[config.mk]
export PLATFORM = sky130hd
export DESIGN_NAME = ccff_chain_loader
export DESIGN_NICKNAME = d
export VERILOG_FILES = /design/src/rtl/ccff_chain_loader.sv
export SDC_FILE = /design/constraint.sdc
export NUM_CORES = 1
export LEC_CHECK = 0
export BUFFER_PORTS_ARGS = -buffer_cell sky130_fd_sc_hd__buf_2
export CAP_MARGIN = 15
export CORE_MARGIN = 2
export CORE_UTILIZATION = 56
export DETAILED_ROUTE_END_ITERATION = 16
export GPL_ROUTABILITY_DRIVEN = 1
export HOLD_SLACK_MARGIN = 0.02
export MAX_ROUTING_LAYER = met4
export PLACE_DENSITY_LB_ADDON = 0.15
export RECOVER_POWER = 50
export SLEW_MARGIN = 20
export SYNTH_ARGS = -nofsm -noshare
export SYNTH_HDL_FRONTEND = slang
export SYNTH_SLANG_ARGS = --single-unit
[constraint.sdc]
create_clock -name prog_clk -period 2.51 [get_ports prog_clk]
set_clock_uncertainty 0.1 [all_clocks]
set_input_delay 0.502 -clock prog_clk [delete_from_list [all_inputs] [get_ports prog_clk]]
set_output_delay 0.502 -clock prog_clk [all_outputs]
set_load 0.05 [all_outputs]
[src/rtl/ccff_chain_loader.sv]
// Streams bitstream words MSB-first into a configuration flip-flop chain.
// Define CCFF_READBACK_EN to add a recirculating CRC-8 readback check.
module ccff_chain_loader #(
    parameter int DATA_W    = 8,
    parameter int CHAIN_LEN = 64
) (
    input  logic              prog_clk,
    input  logic              prog_reset,
    input  logic              start,
    input  logic [DATA_W-1:0] word_data,
    input  logic              word_valid,
    output logic              word_ready,
    output logic              ccff_head,
    output logic              ccff_shift_en,
    input  logic              ccff_tail,
    output logic              busy,
    output logic              done,
    output logic              error
);

    localparam int REM_W = $clog2(DATA_W + 1);
    localparam logic [REM_W-1:0] REM_ONE  = REM_W'(1);
    localparam logic [REM_W-1:0] REM_FULL = REM_W'(DATA_W);
    localparam logic [15:0] LAST = 16'(CHAIN_LEN - 1);

    typedef enum logic [1:0] {
        S_IDLE   = 2'd0,
        S_LOAD   = 2'd1,
`ifdef CCFF_READBACK_EN
        S_VERIFY = 2'd2,
`endif
        S_DONE   = 2'd3
    } state_t;

    state_t            r_state;
    state_t            w_next;
    logic [15:0]       r_bit_cnt;
    logic [DATA_W-1:0] r_word;
    logic [REM_W-1:0]  r_rem;
    logic              w_start;
    logic              w_xfer;
    logic              w_last;
    logic              w_load_shift;

    always_comb begin
        w_next        = r_state;
        w_start       = 1'b0;
        word_ready    = 1'b0;
        ccff_shift_en = 1'b0;
        ccff_head     = 1'b0;
        case (r_state)
            S_IDLE: begin
                if (start) begin
                    w_start = 1'b1;
                    w_next  = S_LOAD;
                end
            end
            S_LOAD: begin
                ccff_shift_en = (r_rem != '0);
                ccff_head     = ccff_shift_en & r_word[DATA_W-1];
                // An empty register may always refill; on the last bit of a
                // word, refill only if the chain still wants more bits.
                word_ready = (r_rem == '0) ||
                             ((r_rem == REM_ONE) && (r_bit_cnt < LAST));
                if (ccff_shift_en && (r_bit_cnt == LAST)) begin
`ifdef CCFF_READBACK_EN
                    w_next = S_VERIFY;
`else
                    w_next = S_DONE;
`endif
                end
            end
`ifdef CCFF_READBACK_EN
            S_VERIFY: begin
                ccff_shift_en = 1'b1;
                ccff_head     = ccff_tail;
                if (r_bit_cnt == LAST) begin
                    w_next = S_DONE;
                end
            end
`endif
            S_DONE: begin
                w_next = S_IDLE;
            end
            default: begin
                w_next = S_IDLE;
            end
        endcase
    end

    assign w_xfer       = word_valid & word_ready;
    assign w_last       = ccff_shift_en & (r_bit_cnt == LAST);
    assign w_load_shift = (r_state == S_LOAD) & ccff_shift_en;
    assign busy         = (r_state != S_IDLE);
    assign done         = (r_state == S_DONE);

    always_ff @(posedge prog_clk) begin
        if (prog_reset) begin
            r_state   <= S_IDLE;
            r_bit_cnt <= '0;
            r_word    <= '0;
            r_rem     <= '0;
        end else begin
            r_state <= w_next;
            if (w_start || w_last) begin
                r_bit_cnt <= '0;
            end else if (ccff_shift_en) begin
                r_bit_cnt <= r_bit_cnt + 16'd1;
            end
            // Leftover low bits of the final word are dropped here.
            if (w_start || (w_load_shift && w_last)) begin
                r_word <= '0;
                r_rem  <= '0;
            end else if (w_xfer) begin
                r_word <= word_data;
                r_rem  <= REM_FULL;
            end else if (w_load_shift) begin
                r_word <= {r_word[DATA_W-2:0], 1'b0};
                r_rem  <= r_rem - REM_ONE;
            end
        end
    end

`ifdef CCFF_READBACK_EN
    logic [7:0] r_wcrc;
    logic [7:0] r_rcrc;
    logic [7:0] w_rcrc_next;
    logic       r_error;

    function automatic logic [7:0] crc8_step(input logic [7:0] c,
                                             input logic b);
        logic fb;
        fb = c[7] ^ b;
        return {c[6:0], 1'b0} ^ (fb ? 8'h07 : 8'h00);
    endfunction

    assign w_rcrc_next = crc8_step(r_rcrc, ccff_tail);
    assign error       = r_error;

    always_ff @(posedge prog_clk) begin
        if (prog_reset) begin
            r_wcrc  <= '0;
            r_rcrc  <= '0;
            r_error <= 1'b0;
        end else if (w_start) begin
            r_wcrc  <= '0;
            r_rcrc  <= '0;
            r_error <= 1'b0;
        end else begin
            if (w_load_shift) begin
                r_wcrc <= crc8_step(r_wcrc, ccff_head);
            end
            if (r_state == S_VERIFY) begin
                r_rcrc <= w_rcrc_next;
                if (w_last) begin
                    r_error <= (w_rcrc_next != r_wcrc);
                end
            end
        end
    end
`else
    logic w_tail_unused;
    assign w_tail_unused = ccff_tail;
    assign error         = 1'b0;
`endif

endmodule

=== After elaboration in Yosys (flattened, before gate mapping) ===
Index checks and enable logic that the tools add are counted.

* Word-level logic and storage cells: 45
* Input bits: 13
* Register bits: 30

* Muxes and demuxes: 12
* Equality and inequality tests: 6
* Reduce and logical (&&, ||, !) cells: 15
* Order comparisons: 1
* Bitwise gates (word level): 4
* $add $sub $neg: 2

{| class="wikitable"
|+ Operators by type and width
! kind !! number
|-
| 16-bit by 1-bit adder with 16-bit output (second input constant) || 1
|-
| 16-bit by 6-bit == test with 1-bit output (second input constant) || 1
|-
| 16-bit by 6-bit less-than comparator with 1-bit output (second input constant) || 1
|-
| 8-bit 2-to-1 mux || 2
|-
| 4-bit 2-to-1 mux || 2
|-
| 1-bit 2-to-1 mux || 5
|-
| 1-bit bitwise AND || 4
|-
| 4-bit by 1-bit == test with 1-bit output (second input constant) || 1
|-
| 4-bit logical NOT || 1
|-
| 2-bit 2-to-1 mux || 2
|-
| 2-bit != test (second input constant) || 2
|-
| 2-bit case mux with 2 select lines || 1
|-
| 2-bit nonzero test || 2
|-
| 4-bit nonzero test || 1
|-
| 2-bit OR reduction || 2
|-
| 4-bit by 1-bit subtractor with 4-bit output (second input constant) || 1
|-
| 1-bit logical AND || 3
|-
| 1-bit logical OR || 3
|-
| 3-bit OR reduction || 1
|-
| 2-bit by 1-bit == test with 1-bit output (second input constant) || 1
|-
| 2-bit == test (second input constant) || 1
|-
| 2-bit logical NOT || 1
|-
| 2-bit AND reduction || 1
|}

=== Longest topological paths before layout ===
Gate-level depths: netlist (run 1).

* Depth in word-level cells: 6
* Depth in mapped cells: 9
* Gate-level depth less buffers: 7

=== Least setup slack after synthesis (run 1) ===
OpenSTA, ideal clock, no wires.

* Kind: register to output
* Start point: register r_bit_cnt[9]
* End point: output port word_ready
* Data arrival time: 1.768 ns
* Data required time: 1.908 ns
* Path buffers: 0
* Slack: 0.140 ns
* Stages on the path, launching flop included: 5
* Cell sequence: dfxtp_1 > or4_4 > a311oi_2 > a31o_2 > and2_1

* Word-level cells in the longest chain between the ends: 4

{| class="wikitable"
|+ Ends and longest elaborated chain
! element !! line !! text
|-
| from (decl) || 37 || <nowiki>logic [15:0] r_bit_cnt;</nowiki>
|-
| from (signal assigned) || 108 || <nowiki>r_bit_cnt <= r_bit_cnt + 16'd1;</nowiki>
|-
| 16-bit by 6-bit less-than comparator with 1-bit output || 64 || <nowiki>((r_rem == REM_ONE) && (r_bit_cnt < LAST));</nowiki>
|-
| 1-bit logical AND || 64 ||
|-
| 1-bit logical OR || 63 || <nowiki>word_ready = (r_rem == '0) ||</nowiki>
|-
| 1-bit 2-to-1 mux || 51 || <nowiki>case (r_state)</nowiki>
|-
| to (decl) || 12 || <nowiki>output logic word_ready,</nowiki>
|}

No other way between the ends.

=== Final worst setup path (run 1) ===
* Start point: register r_bit_cnt[11]
* End point: output port word_ready

The elaborated chain is that of the path after synthesis.

==> results summary, run 1 <==
The run finished with clean final reports. The kind of launch point of the worst setup path is a flip-flop. The signal on the critical path passes through or4_4, a311oi_2, a31o_2, and2_4, buf_8. In this run the static leakage power is 0.0005900 µW. The standard-cell row count came out at 18. The routed via count divided by cell count came out at 5.544. The final worst hold slack is 0.2647 ns. The gate count of the mapped netlist came out at 163. The number of flip-flops and latches in the synthesized netlist is 30. On the critical path, the stage with the largest delay is an instance of sky130_fd_sc_hd__or4_4. The most critical setup path has its startpoint at r_bit_cnt[11].

Counting instances in the post-synthesis netlist gives the leading cell types as 30 x sky130_fd_sc_hd__dfxtp_1, 26 x sky130_fd_sc_hd__nor2_1, 9 x sky130_fd_sc_hd__nand2_1, 9 x sky130_fd_sc_hd__xnor2_1. The most area-hungry cell type in the Yosys netlist is sky130_fd_sc_hd__dfxtp_1. The cell area after placement is 1555 µm².

The power density of the placed cells is 525.4 nW/µm². After synthesis, the largest family of logic cells by area is simple AND/OR/NAND/NOR gates. The root buffer cell chosen for the clock tree is sky130_fd_sc_hd__clkbuf_4. The length of the first detailed-routing pass in iterations came out at 4. The measured slew at the worst slew-check pin is 0.5880 ns. The count of flip-flops with a built-in enable after synthesis is 0.

The top cell type's share of synthesized area is 41.31%. The number of buffers and inverters on the critical path came out at 1. The final-report setup violation count came out at 0. The pin count of the biggest net entering global routing is 19. The distinct cell type count after synthesis is 36. The post-synthesis sequential area ratio came out at 41.31%. The post-synthesis xor/xnor area fraction came out at 9.036%. Setup repair after global routing could not meet its margin everywhere.

Data on the critical path arrives at its endpoint at 1.89 ns. The most common cell in the synthesized netlist is sky130_fd_sc_hd__dfxtp_1. The final count of pins violating max slew is 0.

The initial standard-cell utilization of the core is 58.69%. The CTS tree is built. The die is 54.96 µm wide.

The count of nets left with antenna violations after detail routing is 0. The worst slack at placement came out at 0.1379 ns. The post-synthesis cell area is 1454 µm². The routed design could run at a clock period as short as 2.492 ns. The initial antenna violation count was 0.

The count of endpoints failing hold in the final timing report came out at 0. The achievable frequency came out at 0.4013 GHz. The cell class contributing the biggest share of worst-path delay is simple AND/OR/NAND/NOR gates. 0 antenna diodes ended up in the layout. The register-to-register setup slack is 0.18 ns. The number of nets handed over by synthesis was 180. The area growth from synthesis to layout is 12.22%. The share of cells above drive strength 1 is 17.84%. The worst pin sits at a relative slew slack of 60.97%. The number of max-capacitance violations reported is 0. After the last flow step, the layout net total stands at 202. The port buffer count came out at 16. The HPWL after detailed placement is 1937 µm. The synthesized netlist devotes 3.442% of its cell area to adder and majority cells. The total chip power is 857.2 µW.

The area taken by multi-input logic gates came out at 800.8 µm². The worst path uses 99.27% of the clock period. The type of destination of the critical path is a primary output. The filler cells instantiated in the layout total 236. After synthesis, the cell types taking the most area are sky130_fd_sc_hd__dfxtp_1 41%, sky130_fd_sc_hd__nor2_1 6.7%, sky130_fd_sc_hd__mux2i_1 5.5%, sky130_fd_sc_hd__xnor2_1 5.4%, sky130_fd_sc_hd__a211oi_1 4.1%. The finished layout cell area came out at 1632 µm². Of all nets on the critical path, the largest fanout is 3. The most common flop cell mapped by yosys is sky130_fd_sc_hd__dfxtp_1. The congestion estimate from routability-driven global placement came to 0.7434. The Yosys warning count came out at 0. The clock reaches the later pin of the worst-skew pair after 0.33 ns.

The proportion of synthesized area in mux cells is 5.508%. The total die area came out at 3020 µm². The deepest clock path buffer count came out at 2. The category of the most critical setup path is reg2out. In this run the critical register-to-register path is launched from r_rem[0].

The largest single stage delay on the critical path is 0.54 ns. The clock tree synthesis step divided the H-tree into 2 levels. The launch point of the worst hold path is prog_reset. The via count of the first global-routing pass came to 1153. The clock-pin slew on the worst setup and hold paths is 0.08 ns.

The number of clock buffers added by TritonCTS is 5. STA puts the critical path data required time at 1.91 ns. The count of vias placed by the detailed router came out at 1192. The maximum VDD drop is 421.2 µV. Wires add up to 2769 µm. The final worst setup slack came out at 0.01832 ns.

The number of buffers inserted by hold repair at cts came out at 0. After detailed routing, the number of remaining DRC violations is 0. The first-iteration detailed-routing DRC count is 11.

The global-route wire length before repair came out at 4802 µm. The synthesized area divided by synthesized cell count is 8.920 µm². The simple-gate area share of the yosys netlist came out at 26.16%. The total number of clock tree sinks is 30. For this design the top-level I/O count stands at 19. The total core area came out at 2477 µm².

The path category of the worst min-delay check is in2reg. The share of async-settable or async-resettable flops after synthesis came out at 0%. The height of the die is 54.96 µm. Summed over all layers, the global routing overflow is 0.

The area occupied by registers is 604.3 µm². The global-route usage over all layers came out at 23.17%. After detailed routing, the average wire length per cell comes to 12.88 µm. The share of the synthesized area in compound gates (AO/OA/AOI/OAI) came out at 10.33%.
## worst paths after layout
check,end,depth (start not counted)
worst max-delay path,word_ready,5
worst min-delay path,r_state[0],2
worst max register to register,r_word[1],7
worst min register to register,r_bit_cnt[5],2
## cell type report
| cell class | instances | area share (%) |
|---|---|---|
| multi-input cells | 122 | 49.08 |
| repair buffers | 21 | 7.669 |
| inverters | 5 | 1.150 |
| well taps | 30 | 2.301 |
| clock buffers | 7 | 2.761 |
| flip-flops and latches | 30 | 37.04 |
## state kept, by name, indices dropped and copies added, names as in the netlist
register,count
r_word,8
r_rem,4
r_state,2
r_bit_cnt,16
## worst register-to-register path, cell delays in order, from the launching register on
cell and delay (ns):
sky130_fd_sc_hd__dfxtp_1 0.42, sky130_fd_sc_hd__inv_1 0.09, sky130_fd_sc_hd__ha_1 0.23, sky130_fd_sc_hd__or3b_1 0.25, sky130_fd_sc_hd__nand4_2 0.24, sky130_fd_sc_hd__o31ai_1 0.42
sky130_fd_sc_hd__clkbuf_4 0.36, sky130_fd_sc_hd__a211oi_1 0.08
## per-stage QoR
step	cells	TNS [ns]	utilization, %
6_report	215	0	65.86
3_5_place_dp	206	0	62.78
3_3_place_gp	206	0	62.78
5_1_grt	215	-0.1135	65.86
4_1_cts	215	-0.005627	65.81
2_1_floorplan	163	0	-
## cell usage in the layout (no fill, tap or decap), types with 2 or more instances in the layout
master                      n
sky130_fd_sc_hd__a211oi_1   8
sky130_fd_sc_hd__a21oi_1    6
sky130_fd_sc_hd__and2_1     3
sky130_fd_sc_hd__and3_1     2
sky130_fd_sc_hd__and4_1     3
sky130_fd_sc_hd__buf_2     12
sky130_fd_sc_hd__buf_4      4
sky130_fd_sc_hd__clkbuf_1   4
sky130_fd_sc_hd__clkbuf_4   6
sky130_fd_sc_hd__dfxtp_1   27
sky130_fd_sc_hd__dfxtp_2    3
sky130_fd_sc_hd__ha_1       4
sky130_fd_sc_hd__inv_1      5
sky130_fd_sc_hd__mux2i_1    8
sky130_fd_sc_hd__nand2_1    9
sky130_fd_sc_hd__nand3_1    6
sky130_fd_sc_hd__nor2_1    26
sky130_fd_sc_hd__nor3_1     7
sky130_fd_sc_hd__nor4_1     3
sky130_fd_sc_hd__o21ai_0    3
sky130_fd_sc_hd__or3_1      3
sky130_fd_sc_hd__xnor2_1    9
sky130_fd_sc_hd__xor2_1     6
## cells by family (layout without fill, tap and decap cells)
logic type	after synthesis	in the layout
AND/OR/NAND/NOR	73	73
flip-flops	30	30
AO/OA/AOI/OAI	21	21
XOR/XNOR	15	15
buffers and inverters	11	33
multiplexers	8	8
adder cells (fa/ha/maj)	4	4
other	1	1
## report_power, final
part | internal, µW | total, µW | leakage [µW] | switching [µW]
Combinational | 42.1 | 106 | 0.000320 | 64.0
Sequential | 486 | 493 | 0.000244 | 7.27
Clock | 105 | 258 | 0.0000254 | 152
Total | 634 | 857 | 0.000590 | 224
## metal layers
layer / GRT usage (%) / up-vias / wire length, µm
li1: - / 611 / -
met1: 26.51 / 549 / 1265
met2: 38.29 / 25 / 1353
met5: - / - / 0
met4: 9.350 / 0 / 53
met3: 6.452 / 7 / 97
## timing repair
item | in CTS | in global routing
hold endpoints to repair | 0 | 0
setup endpoints to repair | 3 | 2
setup buffers | 2 | 0
resized for setup | 7 | 3
pin swaps | 2 | 0
No activity file was read; power rests on OpenSTA's default activity.
==> run 2: changes to the inputs <==
--- a/constraint.sdc
+++ b/constraint.sdc
@@ -3,3 +3,3 @@
 set_input_delay 0.502 -clock prog_clk [delete_from_list [all_inputs] [get_ports prog_clk]]
 set_output_delay 0.502 -clock prog_clk [all_outputs]
-set_load 0.05 [all_outputs]
+set_load 0.01 [all_outputs]
==> run 2 against run 1 <==
Against the previous run: the flow now finishes with violations (negative setup slack); clock power is 16% higher; register-to-register slack got worse by 0.06 ns; setup slack lost 0.080 ns; total power up 2.5%; core utilization up 0.66 points; count of clock-buffer cells in the layout stayed put; sequential share of layout area down 0.21 points; critical endpoint unchanged; largest power group unchanged; highest routed layer unchanged.
==> results summary, run 2 (same netlist as run 1, synthesis figures left out) <==
The run finished, with violations left. The checks that failed: negative setup slack. STA classifies the critical path startpoint as a flip-flop. The routed length per instance came out at 13.34 µm. The floorplan has 18 rows. Clock-pin slew was measured on the worst setup and hold paths at 0.10 ns. The register with the most flip-flops in the final layout is r_bit_cnt.

Tracing the worst setup path back leads to its startpoint at r_bit_cnt[11]. The count of vias placed by the detailed router came out at 1214. The global-route wire length before repair is 4512 µm. In the layout the commonest cells are 27 x sky130_fd_sc_hd__dfxtp_1, 26 x sky130_fd_sc_hd__nor2_1, 15 x sky130_fd_sc_hd__buf_2. At the worst endpoint, the required time is 1.91 ns. The H-tree was split into 2 levels. In this run the most used layer during global routing was met2. The width of the die is 54.96 µm. The clock reaches the later pin of the worst-skew pair after 0.33 ns. For this design the static power due to leakage is 0.0006106 µW.

The maximum VDD drop is 393.7 µV. The total core area came out at 2477 µm². Entering global routing, the biggest net connects 19 pins.

The category of the most critical setup path is reg2out. Walking the worst path, the cells encountered are or4_4, a311oi_2, a31o_2, and2_1, buf_2. The first-iteration detailed-routing DRC count is 16.

The routed via count divided by cell count came out at 5.569. Measured along the y axis, the die boundary spans 54.96 µm. The count of endpoints failing hold in the final timing report came out at 0. For this design, the slowest cell found on the critical path is sky130_fd_sc_hd__or4_4. The tree is rooted in a sky130_fd_sc_hd__clkbuf_4. The detailed placer's ending HPWL is 2047 µm. The fill cell total of the finished layout is 236. The via count of the first global-routing pass is 1086. The count of nets left with antenna violations after detail routing is 0.

The highest net fanout along the worst path came out at 3. The data arrival time of the worst path came out at 1.97 ns. The met2 track demand over resource is 35.71%. The floorplan step defined a die boundary enclosing 3020 µm². The share of cells above drive strength 1 came out at 19.68%. The worst setup path is captured at a primary output. The startpoint identified for the worst hold timing path is prog_reset. The number of primary I/O pins came out at 19.

The first detailed-routing pass took 4 iterations. Measured in cells, the most critical reg-to-reg path has a length of 7. The initial standard-cell utilization of the core is 58.69%. The power density of the placed cells is 533.2 nW/µm². The critical register-to-register path startpoint is r_rem[0].

In this run the tool buffered the top-level ports with 16 buffer cells. Setup repair after global routing could not meet its margin everywhere. The wire length reported by the detailed router came out at 2909 µm. The final count of pins violating max slew is 0. The largest registers in the layout are r_bit_cnt (16), r_word (8), r_rem (4). The number of antenna diodes is 0. The total number of clock tree sinks came out at 30. The cell area after placement is 1563 µm². After global routing the overflow that remains totals 0. The initial antenna violation count is 0. The global-route track usage on met3 came out at 5.914%. The number of DRC violations after detailed routing came out at 0. The flip-flop count of the largest register after layout came out at 16. The number of max-capacitance violations reported is 0. For this run, the top clock speed supported by timing is 0.3888 GHz. Clock tree synthesis inserted a total of 5 buffers. For this run, global-route usage on met1 was measured as 24.87%. The maximum cell stage delay along the critical path came out at 0.54 ns. The worst slack at placement is 0.2710 ns. The hold-critical path depth came out at 2.

The area growth from synthesis to layout is 13.34%. The worst path in the final design needs a cycle of 2.572 ns, including I/O delays and setup. The tightest min-delay check is of the in2reg type.

The routability-driven placement congestion ratio came out at 0.7680. The final-report setup violation count came out at 1. After layout, the worst setup slack is -0.06174 ns.

TritonCTS built the clock tree. Global routing consumed, over all layers together, 22.07% of the routing resources. The finished layout cell area is 1648 µm².

The library cell used most frequently in the layout, excluding fill and tap cells, is sky130_fd_sc_hd__dfxtp_1. The final period utilization came out at 102.5%. The deepest clock path buffer count came out at 2. At the end of the flow, the number of nets in the layout was 204.
run 2: final timing paths:
path / end / slack, ns
worst max-delay path: word_ready / -0.06
worst min-delay path: r_state[0] / 0.26
worst max register to register: r_bit_cnt[14] / 0.12
worst min register to register: r_state[0] / 0.40
run 2: final cells by class:
cell class | instances | area [µm²] | area share (%)
inverters | 5 | 18.77 | 1.139
flip-flops and latches | 30 | 606.8 | 36.83
multi-input cells | 122 | 798.3 | 48.44
repair buffers | 23 | 126.4 | 7.669
clock buffers | 7 | 55.05 | 3.341
well taps | 30 | 37.54 | 2.278
clock inverters | 1 | 5.005 | 0.3037
run 2: what timing repair did:
| action | 4_1_cts | 5_1_grt |
|---|---|---|
| endpoints found under the setup margin | 1 | 2 |
| setup buffers | 1 | 2 |
| resized for setup | 1 | 5 |
| pin swaps | 1 | 2 |
| hold endpoints to repair | 0 | 0 |
| hold buffers | 0 | 0 |
run 2: report_power, final:
part / leakage, µW / internal, µW / switching, µW
Clock: 0.0000353 / 136 / 162
Sequential: 0.000245 / 485 / 7.47
Combinational: 0.000331 / 37.8 / 50.2
run 2: through the flow:
| stage | utilization (%) | instances | hold slack, ns | setup TNS, ns | total power (µW) |
|---|---|---|---|---|---|
| 2_1_floorplan | - | 163 | 0.3540 | 0 | 565.7 |
| 3_3_place_gp | 63.08 | 207 | 0.3738 | 0 | 588.1 |
| 3_5_place_dp | 63.08 | 207 | 0.3828 | 0 | 591.3 |
| 4_1_cts | 65.86 | 216 | 0.2605 | 0 | 881.6 |
| 5_1_grt | 66.52 | 218 | 0.2638 | -0.1334 | 915.7 |
| 6_report | 66.52 | 218 | 0.2625 | -0.06174 | 878.6 |
run 2: metal layers:
| layer | routed length [µm] | part of all wire (%) |
|---|---|---|
| met5 | 0 | 0 |
| met4 | 53 | 1.8 |
| met3 | 98 | 3.4 |
| met2 | 1374 | 47 |
| met1 | 1383 | 48 |
run 2: worst max-delay path: cells and delay by family (launching register included):
family,cells,cell delay (ns)
buffers and inverters,1,0.12
and+or+nand+nor,2,0.66
AOI/OAI and AO/OA,2,0.51
DFF,1,0.34
